<file path="src/rtl/mips_fetch_queue.sv">
// mips_fetch_queue: word-addressed MIPS fetch stage with a QDEPTH-entry instruction queue,
// internal branch/jump target computation and redirect flush. Define FETCH_PERF_EN for perf counters.
module mips_fetch_queue #(
    parameter int unsigned     XLEN     = 32,
    parameter int unsigned     IADDR_W  = 10,
    parameter int unsigned     QDEPTH   = 4,
    parameter logic [XLEN-1:0] RESET_PC = '0
) (
    input  logic               clk,
    input  logic               reset,
    output logic               imem_req,
    output logic [IADDR_W-1:0] imem_addr,
    input  logic [31:0]        imem_rdata,
    output logic               inst_valid,
    output logic [31:0]        inst,
    output logic [XLEN-1:0]    inst_pc,
    input  logic               inst_ready,
    input  logic               redirect_valid,
    input  logic               redirect_type,
    input  logic [XLEN-1:0]    redirect_base,
    input  logic [25:0]        redirect_imm,
    output logic               fetch_busy
`ifdef FETCH_PERF_EN
    ,
    output logic [31:0]        perf_fetched,
    output logic [15:0]        perf_flushes
`endif
);

    localparam int unsigned PTR_W = $clog2(QDEPTH);
    localparam int unsigned CNT_W = PTR_W + 1;

    typedef enum logic [1:0] {
        ST_IDLE,
        ST_RUN,
        ST_FLUSH
    } state_e;

    typedef struct packed {
        logic [XLEN-1:0] pc;
        logic [31:0]     inst;
    } entry_t;

    state_e             state_q, state_d;
    logic [XLEN-1:0]    pc_q, pc_d;
    logic               inflight_q, inflight_d;
    logic [XLEN-1:0]    infl_pc_q, infl_pc_d;
    logic [PTR_W-1:0]   head_q, head_d;
    logic [PTR_W-1:0]   tail_q, tail_d;
    logic [CNT_W-1:0]   count_q, count_d;
    entry_t             hold_q, hold_d;
    entry_t             mem_q [QDEPTH];

    logic               redirect_take;
    logic               issue;
    logic               enq;
    logic               deq;
    logic               wr_en;
    logic [CNT_W-1:0]   occupancy;
    entry_t             shown;
    logic [XLEN-1:0]    branch_target;
    logic [XLEN-1:0]    jump_target;
    logic [XLEN-1:0]    redirect_target;

    assign branch_target   = redirect_base + XLEN'(1)
                           + {{(XLEN-16){redirect_imm[15]}}, redirect_imm[15:0]};
    assign jump_target     = {redirect_base[XLEN-1:26], redirect_imm};
    assign redirect_target = redirect_type ? jump_target : branch_target;

    // An empty queue shows whatever was on the head last cycle, so inst/inst_pc hold.
    assign shown      = (count_q != '0) ? mem_q[head_q] : hold_q;
    assign inst       = shown.inst;
    assign inst_pc    = shown.pc;
    assign imem_addr  = pc_q[IADDR_W-1:0];
    assign fetch_busy = inflight_q | (count_q != '0);

    // NOTE: every signal assigned in this block gets a default first, so no latch is inferred.
    always_comb begin
        state_d    = state_q;
        pc_d       = pc_q;
        inflight_d = 1'b0;
        infl_pc_d  = infl_pc_q;
        head_d     = head_q;
        tail_d     = tail_q;
        count_d    = count_q;
        hold_d     = shown;

        redirect_take = redirect_valid && (state_q != ST_IDLE);
        occupancy     = count_q + CNT_W'(inflight_q);
        issue         = (state_q != ST_IDLE) && !redirect_take && (occupancy < CNT_W'(QDEPTH));
        inst_valid    = (count_q != '0) && !redirect_take;
        deq           = inst_valid && inst_ready;
        enq           = inflight_q && !redirect_take;
        imem_req      = issue && !reset;
        wr_en         = enq && !reset;

        unique case (state_q)
            ST_IDLE:  state_d = ST_RUN;
            ST_RUN:   state_d = redirect_take ? ST_FLUSH : ST_RUN;
            ST_FLUSH: state_d = redirect_take ? ST_FLUSH : ST_RUN;
            default:  state_d = ST_IDLE;
        endcase

        if (redirect_take) begin
            // Redirect wins over enqueue, dequeue and issue; the in-flight return is dropped.
            pc_d    = redirect_target;
            head_d  = '0;
            tail_d  = '0;
            count_d = '0;
        end else begin
            if (issue) begin
                pc_d       = pc_q + XLEN'(1);
                inflight_d = 1'b1;
                infl_pc_d  = pc_q;
            end
            if (enq) begin
                tail_d = tail_q + PTR_W'(1);
            end
            if (deq) begin
                head_d = head_q + PTR_W'(1);
            end
            count_d = count_q + CNT_W'(enq) - CNT_W'(deq);
        end
    end

    // NOTE: sequential state uses non-blocking assignments so every flop samples pre-edge values.
    always_ff @(posedge clk) begin
        if (reset) begin
            state_q    <= ST_IDLE;
            pc_q       <= RESET_PC;
            inflight_q <= 1'b0;
            infl_pc_q  <= '0;
            head_q     <= '0;
            tail_q     <= '0;
            count_q    <= '0;
            hold_q     <= '0;
        end else begin
            state_q    <= state_d;
            pc_q       <= pc_d;
            inflight_q <= inflight_d;
            infl_pc_q  <= infl_pc_d;
            head_q     <= head_d;
            tail_q     <= tail_d;
            count_q    <= count_d;
            hold_q     <= hold_d;
        end
    end

    // NOTE: queue storage is not reset; count_q alone decides which entries are meaningful.
    always_ff @(posedge clk) begin
        if (wr_en) begin
            mem_q[tail_q] <= '{pc: infl_pc_q, inst: imem_rdata};
        end
    end

`ifdef FETCH_PERF_EN
    logic [31:0] perf_fetched_q, perf_fetched_d;
    logic [15:0] perf_flushes_q, perf_flushes_d;

    always_comb begin
        perf_fetched_d = perf_fetched_q;
        perf_flushes_d = perf_flushes_q;
        if (enq && (perf_fetched_q != '1)) begin
            perf_fetched_d = perf_fetched_q + 32'd1;
        end
        if (redirect_take && (perf_flushes_q != '1)) begin
            perf_flushes_d = perf_flushes_q + 16'd1;
        end
    end

    always_ff @(posedge clk) begin
        if (reset) begin
            perf_fetched_q <= '0;
            perf_flushes_q <= '0;
        end else begin
            perf_fetched_q <= perf_fetched_d;
            perf_flushes_q <= perf_flushes_d;
        end
    end

    assign perf_fetched = perf_fetched_q;
    assign perf_flushes = perf_flushes_q;
`endif

endmodule

</file>
<file path="config.mk">
export PLATFORM = sky130hd
export DESIGN_NAME = mips_fetch_queue
export DESIGN_NICKNAME = d
export VERILOG_FILES = /design/src/rtl/mips_fetch_queue.sv
export SDC_FILE = /design/constraint.sdc
export NUM_CORES = 1
export LEC_CHECK = 0
export ABC_CLOCK_PERIOD_IN_PS = 3700
export CORE_UTILIZATION = 43
export DETAILED_ROUTE_END_ITERATION = 12
export GPL_TIMING_DRIVEN = 1
export RECOVER_POWER = 25
export SLEW_MARGIN = 15
export SYNTH_ARGS = -nofsm -noshare
export SYNTH_HDL_FRONTEND = slang
export SYNTH_SLANG_ARGS = --single-unit
</file>
<file path="constraint.sdc">
create_clock -name clk -period 3.7 [get_ports clk]
set_input_delay 0.74 -clock clk [delete_from_list [all_inputs] [get_ports clk]]
set_output_delay 0.74 -clock clk [all_outputs]
set_load 0.05 [all_outputs]
</file>
== Word-level counts from Yosys, hierarchy flattened ==
Memories as Yosys holds them, arrays and structs flattened. A register that Yosys moved wholly into a read port is not among the register bits.
Index checks and enable logic that the tools add are counted.
Storage, ports and cells
  register bits after elaboration: 138
  bits in writable memories: 256
  input bits: 95
  output and inout port bits: 77
  logic and storage cells: 51
  memories: 1
Memories
  mem_q: words 4, bits a word 64, rd ports 1, clocked after memory_dff 1, write ports 1, line 52  | entry_t mem_q [QDEPTH];
Cells by class
  add/sub/neg operators: 8
  magnitude comparators: 1
  eq/ne operators: 2
  multiplexer cells: 11
  bitwise gates (word level): 2
  reductions and logical operators: 17
Operators with widths (count)
  32-bit two-way mux: 3
  32-bit by 1-bit adder with 32-bit output (second input constant): 2
  64-bit two-way mux: 1
  32-bit adder: 1
  1-bit logical AND: 8
  3-bit by 1-bit adder with 3-bit output: 2
  2-bit two-way mux: 3
  2-bit by 1-bit adder with 2-bit output (second input constant): 2
  2-bit case mux with 2 select lines: 1
  2-bit nonzero test: 2
  2-bit OR reduction: 2
  3-bit less-than comparator (second input constant): 1
  1-bit two-way mux: 3
  3-bit nonzero test: 1
  3-bit by 1-bit subtractor with 3-bit output: 1
  2-bit by 1-bit equality test with 1-bit output (second input constant): 1
  2-bit equality test (second input constant): 1
  1-bit logical NOT: 2
  2-bit logical NOT: 1
  2-bit AND reduction: 1
  1-bit NOT: 1
  1-bit OR: 1

== Longest topological paths before layout ==
Gate-level depths: netlist of the first run.
  word-level depth: 7
  gate-level depth with buffers: 13
  depth with buffers taken out: 13

== Least setup slack after synthesis of the first run ==
No wires, ideal clock.
  path kind: input to register
  start point: input port reset
  end point: memory mem_q[1][0] in the netlist's numbering (enable)
  library setup time: 0.429 ns
  arrival time: 2.840 ns
  data required time: 3.271 ns
  path slack: 0.431 ns
  stages on the path: 4
  buffers on the path: 2
  path through: clkbuf_8 -> clkbuf_1 -> nor2_1 -> and3_1
Between the ends
  word-level cells in the longest chain between the ends: 4
RTL lines
  start, declared: line 10  | input logic reset,
  1-bit logical NOT: line 95  | wr_en = enq && !reset;
  1-bit logical AND: line 95
  1-bit two-way mux: line 151  | if (wr_en) begin
  1-bit two-way mux (not written as such): line 152  | mem_q[tail_q] <= '{pc: infl_pc_q, inst: imem_rdata};
  end, declared: line 52
No other way between the ends.

==> metrics.sh, run 1 <==
DETAILEDROUTE.FIRSTPASSITERATIONCOUNT=5
PATH_CELLS='buf_12 > mux4_2 > mux2_2 > clkdlybuf4s50_1'
FINAL.SETUP_SKEW_NS=0.01234
LAYOUT.CORE_UTILIZATION=0.5396
SYNTH.TOP_CELLS.BY_COUNT='sky130_fd_sc_hd__edfxtp_1, sky130_fd_sc_hd__dfxtp_1, sky130_fd_sc_hd__nand2_1'
DP_CELLS=1925
CELL_INTERNAL_PWR_mW=9.420
SYNTH-EDFF-COUNT=256
CRITPATHCAPTURETYPE='output port'
POWER.STATIC_LEAKAGE_nW=7.732
FIN_NETS=1586
SHARE_OF_THE_YOSYS_CHIP_AREA_BELONGING_TO_REGISTERS=0.6087
NETSWITCHINGFRACTION=0.3384
GRT_PASS1_VIAS=10930
PLACEMENTROWS=72
LAYOUT_MIN_CYCLE_TIME_NS=3.563
DIODES=0
CTS_HTREE_LEVELS=2
FIN_CELLS=1996
CTS_ROOT_BUFFER='sky130_fd_sc_hd__clkbuf_16'
CP.REQUIRED_NS=2.96
DRIVE_ABOVE_1_SHARE=0.1773
CRITICALPATHCATEGORY='reg -> out'
FIN_CRIT_SH=0.9629
YOSYS_MOST_USED_DFF='sky130_fd_sc_hd__edfxtp_1'
SYNTH.TOP_CELL.AREA_SHARE=0.4461
CRITICAL_PATH_ARRIVAL_NS=2.82
SYNTHTOLAYOUTAREAGROWTH_PCT=22.41
HPWL_MM=25.45
CLOCK_SINK_COUNT=396
TIMING.HOLD.WORST.CLASS='reg -> reg'
VIAS=10630
GP_ROUTABILITY_CONGESTION=0.8790
SHARE_CLK_OF_TOTAL_POWER=0.282
MAXCAPVIOLATIONS=0
GR-USAGE-ALL-LAYERS=0.1879
SYNTH.FF_LATCH_COUNT=396
DIE_WIDTH_UM=202.2
WORST_MARGIN_PIN_SLEW_NS=0.6701
OUTCOME='finished, final reports clean'
CRITPATHMAXFANOUT=16
SYNTH_AREA_LEADER_CELL='sky130_fd_sc_hd__edfxtp_1'
POSTPLACECELLAREA_UM2=19730
ASYNC_RESET_FF_FRAC=0
FMAX_MHz=280.7
MULTIINPUTGATEAREA_UM2=6305
GRT_MAX_DEGREE=56
YS_WARN_COUNT=0
REPORT.FINAL.HOLD_VIOL_COUNT=0
NETLIST_AREA_UM2=17230
SEQUENTIAL_STANDARD_CELL_AREA_UM2=10500
AVG_CELL_AREA_SYN_UM2=13.62
INITIAL_ANTENNA_VIOLATION_COUNT=0
PWR-SHARE-COMB=0.352
CRITICAL_PATH.SLOWEST_CELL='sky130_fd_sc_hd__clkdlybuf4s50_1'
CTS.REPORTEDPATHS.CLKPINSLEW_NS=0.06
FLOORPLAN_CORE_AREA_UM2=39100
CELLPOWERDENSITY_nW_PER_UM2=675.0
SHARE_SEQ_OF_TOTAL_POWER=0.366
LARGEST_DELAY_CONTRIBUTOR_FAMILY_ON_THE_CRITICAL_PATH='buffers and inverters'
CTS_BUFFER_DEPTH=3
GRT_PASS1_WL_MM=60.45
SETUP_VIOL_COUNT_FINAL=0
TOP_LEVEL_PORTS=172
RELSLEWSLACK=0.5516
P_SW_mW=4.819
AVGROUTEDWIREPERCELL_UM=19.01
SYNTH.DISTINCT_CELLS=72
TOTAL_POWER_AFTER_LAYOUT_mW=14.24
POST-ROUTE-DRC-COUNT=0
POST-ROUTE-CELL-AREA_UM2=21100
POSTROUTEWIRELENGTH_MM=37.94
ANTENNA_LEFT=0
CTSHOLDBUFFERS=0
INITIAL_UTILIZATION=0.4408
BUFFER_PORTS.INSERTED=171
FP.DIEH_UM=202.2
RSZ0062_AT_GRT='no'
CRIT_PATH_MAX_INCR_DELAY_NS=0.71
SYNTH_MOST_COMMON_CELL='sky130_fd_sc_hd__edfxtp_1'
NUMCTSBUFFERS=40
SYN_INST=1265
POSTSYNTHNETCOUNT=1402
DP_WORST_SETUP_SLACK_NS=-0.08745
MAXSLEWVIOLCOUNT=0
VIASPERCELL=5.328
FINALWORSTSETUPSLACK_NS=0.1373
CLOCK_TREE_FROM_TRITONCTS='yes'
DRTITER0DRC=500
GLOBALROUTE.TOTALOVERFLOW=0
PATH_BUF_INV=2
TIMING.CRITICAL_PATH.FROM_TYPE='register'
FP.DIEAREA_UM2=40880
LAYOUT.FILLER_CELLS=3339
WORSTSKEWPAIRLATENCY_NS=0.52
SYNTH.AREA.TOP_CELLS='sky130_fd_sc_hd__edfxtp_1, sky130_fd_sc_hd__dfxtp_1, sky130_fd_sc_hd__mux4_2'
VDD_DROP_MAX_uV=353.7
[kinds of logic (layout without fill, tap and decap cells)]
| kind of cell | after synthesis | after routing | synth area share |
|---|---|---|---|
| AO/OA/AOI/OAI | 209 | 209 | 0.08168 |
| XOR/XNOR | 45 | 45 | 0.02287 |
| adder cells (fa/ha/maj) | 42 | 42 | 0.03137 |
| buffers and inverters | 96 | 309 | 0.02715 |
| flip-flops | 396 | 396 | 0.6087 |
| multiplexers | 129 | 129 | 0.1260 |
| AND/OR/NAND/NOR | 348 | 348 | 0.1022 |
[stage by stage]
| step | hold slack, ns | TNS (ns) |
|---|---|---|
| 2_1_floorplan | 0.4397 | 0 |
| 3_3_place_gp | 0.4694 | -0.07002 |
| 3_5_place_dp | 0.4787 | -0.1534 |
| 4_1_cts | 0.4806 | 0 |
| 5_1_grt | 0.5060 | 0 |
| 6_report | 0.4828 | 0 |
[power by group through the flow]
stage | Clock, mW | Combinational, mW | Sequential (mW)
after floorplan | 0 | 3.60 | 5.23
after global routing | 4.28 | 5.30 | 5.25
after CTS | 4.11 | 5.10 | 5.22
after detailed placement | 0 | 5.12 | 5.31
final | 4.01 | 5.02 | 5.21
after global placement | 0 | 5.09 | 5.29
[timing repair]
action                     4_1_cts  5_1_grt
setup buffers                    0        0
cloned                           0        0
setup endpoints to repair        7       26
gates resized for setup          7       26
hold endpoints to repair         0        0
[cells in the final DEF, fill, tap and decap left out, types with 5 or more instances in the layout]
cell type,Yosys,layout
sky130_fd_sc_hd__a211oi_1,26,26
sky130_fd_sc_hd__a21o_1,19,19
sky130_fd_sc_hd__a21oi_1,79,79
sky130_fd_sc_hd__a31oi_1,10,10
sky130_fd_sc_hd__and2_1,12,12
sky130_fd_sc_hd__and3_1,18,14
sky130_fd_sc_hd__buf_12,0,12
sky130_fd_sc_hd__buf_4,10,39
sky130_fd_sc_hd__clkbuf_1,45,9
sky130_fd_sc_hd__clkbuf_16,0,41
sky130_fd_sc_hd__clkdlybuf4s50_1,0,120
sky130_fd_sc_hd__dfxtp_1,140,138
sky130_fd_sc_hd__dlygate4sd2_1,0,7
sky130_fd_sc_hd__dlygate4sd3_1,0,14
sky130_fd_sc_hd__dlymetal6s2s_1,0,26
sky130_fd_sc_hd__edfxtp_1,256,256
sky130_fd_sc_hd__ha_1,40,40
sky130_fd_sc_hd__inv_1,19,19
sky130_fd_sc_hd__mux2_2,64,64
sky130_fd_sc_hd__mux4_2,64,64
sky130_fd_sc_hd__nand2_1,109,109
sky130_fd_sc_hd__nand2b_1,7,6
sky130_fd_sc_hd__nand3_1,24,24
sky130_fd_sc_hd__nand4_1,15,15
sky130_fd_sc_hd__nor2_1,54,53
sky130_fd_sc_hd__nor2b_1,68,68
sky130_fd_sc_hd__nor3_1,18,17
sky130_fd_sc_hd__o21a_1,6,6
sky130_fd_sc_hd__o21ai_0,17,17
sky130_fd_sc_hd__or3_1,5,5
sky130_fd_sc_hd__xnor2_1,26,26
sky130_fd_sc_hd__xor2_1,19,19
[final cells by class]
| type | instances | share of cell area |
|---|---|---|
| Tap cell | 518 | 0.03072 |
| Clock buffer | 54 | 0.05285 |
| Clock inverter | 17 | 0.009253 |
| Inverter | 19 | 0.003381 |
| Timing Repair Buffer | 219 | 0.1074 |
| Sequential cell | 396 | 0.4975 |
| Multi-Input combinational cell | 773 | 0.2989 |
[metal layers]
metal	vias up	global-route usage	share of wire
met1	5192	0.2548	0.45
li1	5129	-	-
met5	-	0	0
met2	258	0.3206	0.49
met4	0	0.05048	0.020
met3	55	0.02096	0.039
[sequential cells by signal, indices dropped and copies added (netlist names), named ones only]
signal      flops
state_q         2
mem_q         256
inflight_q      1
head_q          2
tail_q          2
count_q         3
infl_pc_q      32
pc_q           32
hold_q         64
[worst register-to-register path, stage by stage (launching register included)]
cell and delay, ns:
sky130_fd_sc_hd__dfxtp_1 0.36, sky130_fd_sc_hd__nor3_2 0.30, sky130_fd_sc_hd__buf_4 0.43, sky130_fd_sc_hd__nor2_1 0.16, sky130_fd_sc_hd__and2_1 0.26, sky130_fd_sc_hd__ha_1 0.30
sky130_fd_sc_hd__inv_1 0.04, sky130_fd_sc_hd__ha_1 0.18, sky130_fd_sc_hd__fa_1 0.38, sky130_fd_sc_hd__xnor2_1 0.20, sky130_fd_sc_hd__nor2_1 0.05
[worst paths after layout]
path / to / cells after the start / slack, ns / start
max: inst_pc[11] / 4 / 0.14 / register
min reg2reg: infl_pc_q[12] / 2 / 0.48 / pc_q[12]
min: infl_pc_q[12] / 2 / 0.48 / pc_q[12]
max reg2reg: count_q[2] / 10 / 0.92 / count_q[1]
No activity file was read; power rests on OpenSTA's default activity.
==> run 2: changes to the inputs <==
--- a/config.mk
+++ b/config.mk
@@ -10,7 +10,6 @@
 export DETAILED_ROUTE_END_ITERATION = 12
 export GPL_TIMING_DRIVEN = 1
 export RECOVER_POWER = 25
-export SLEW_MARGIN = 15
 export SYNTH_ARGS = -nofsm -noshare
 export SYNTH_HDL_FRONTEND = slang
 export SYNTH_SLANG_ARGS = --single-unit
==> results of run 2 <==
Final layout, timing and power as in run 1 (identical DEF).
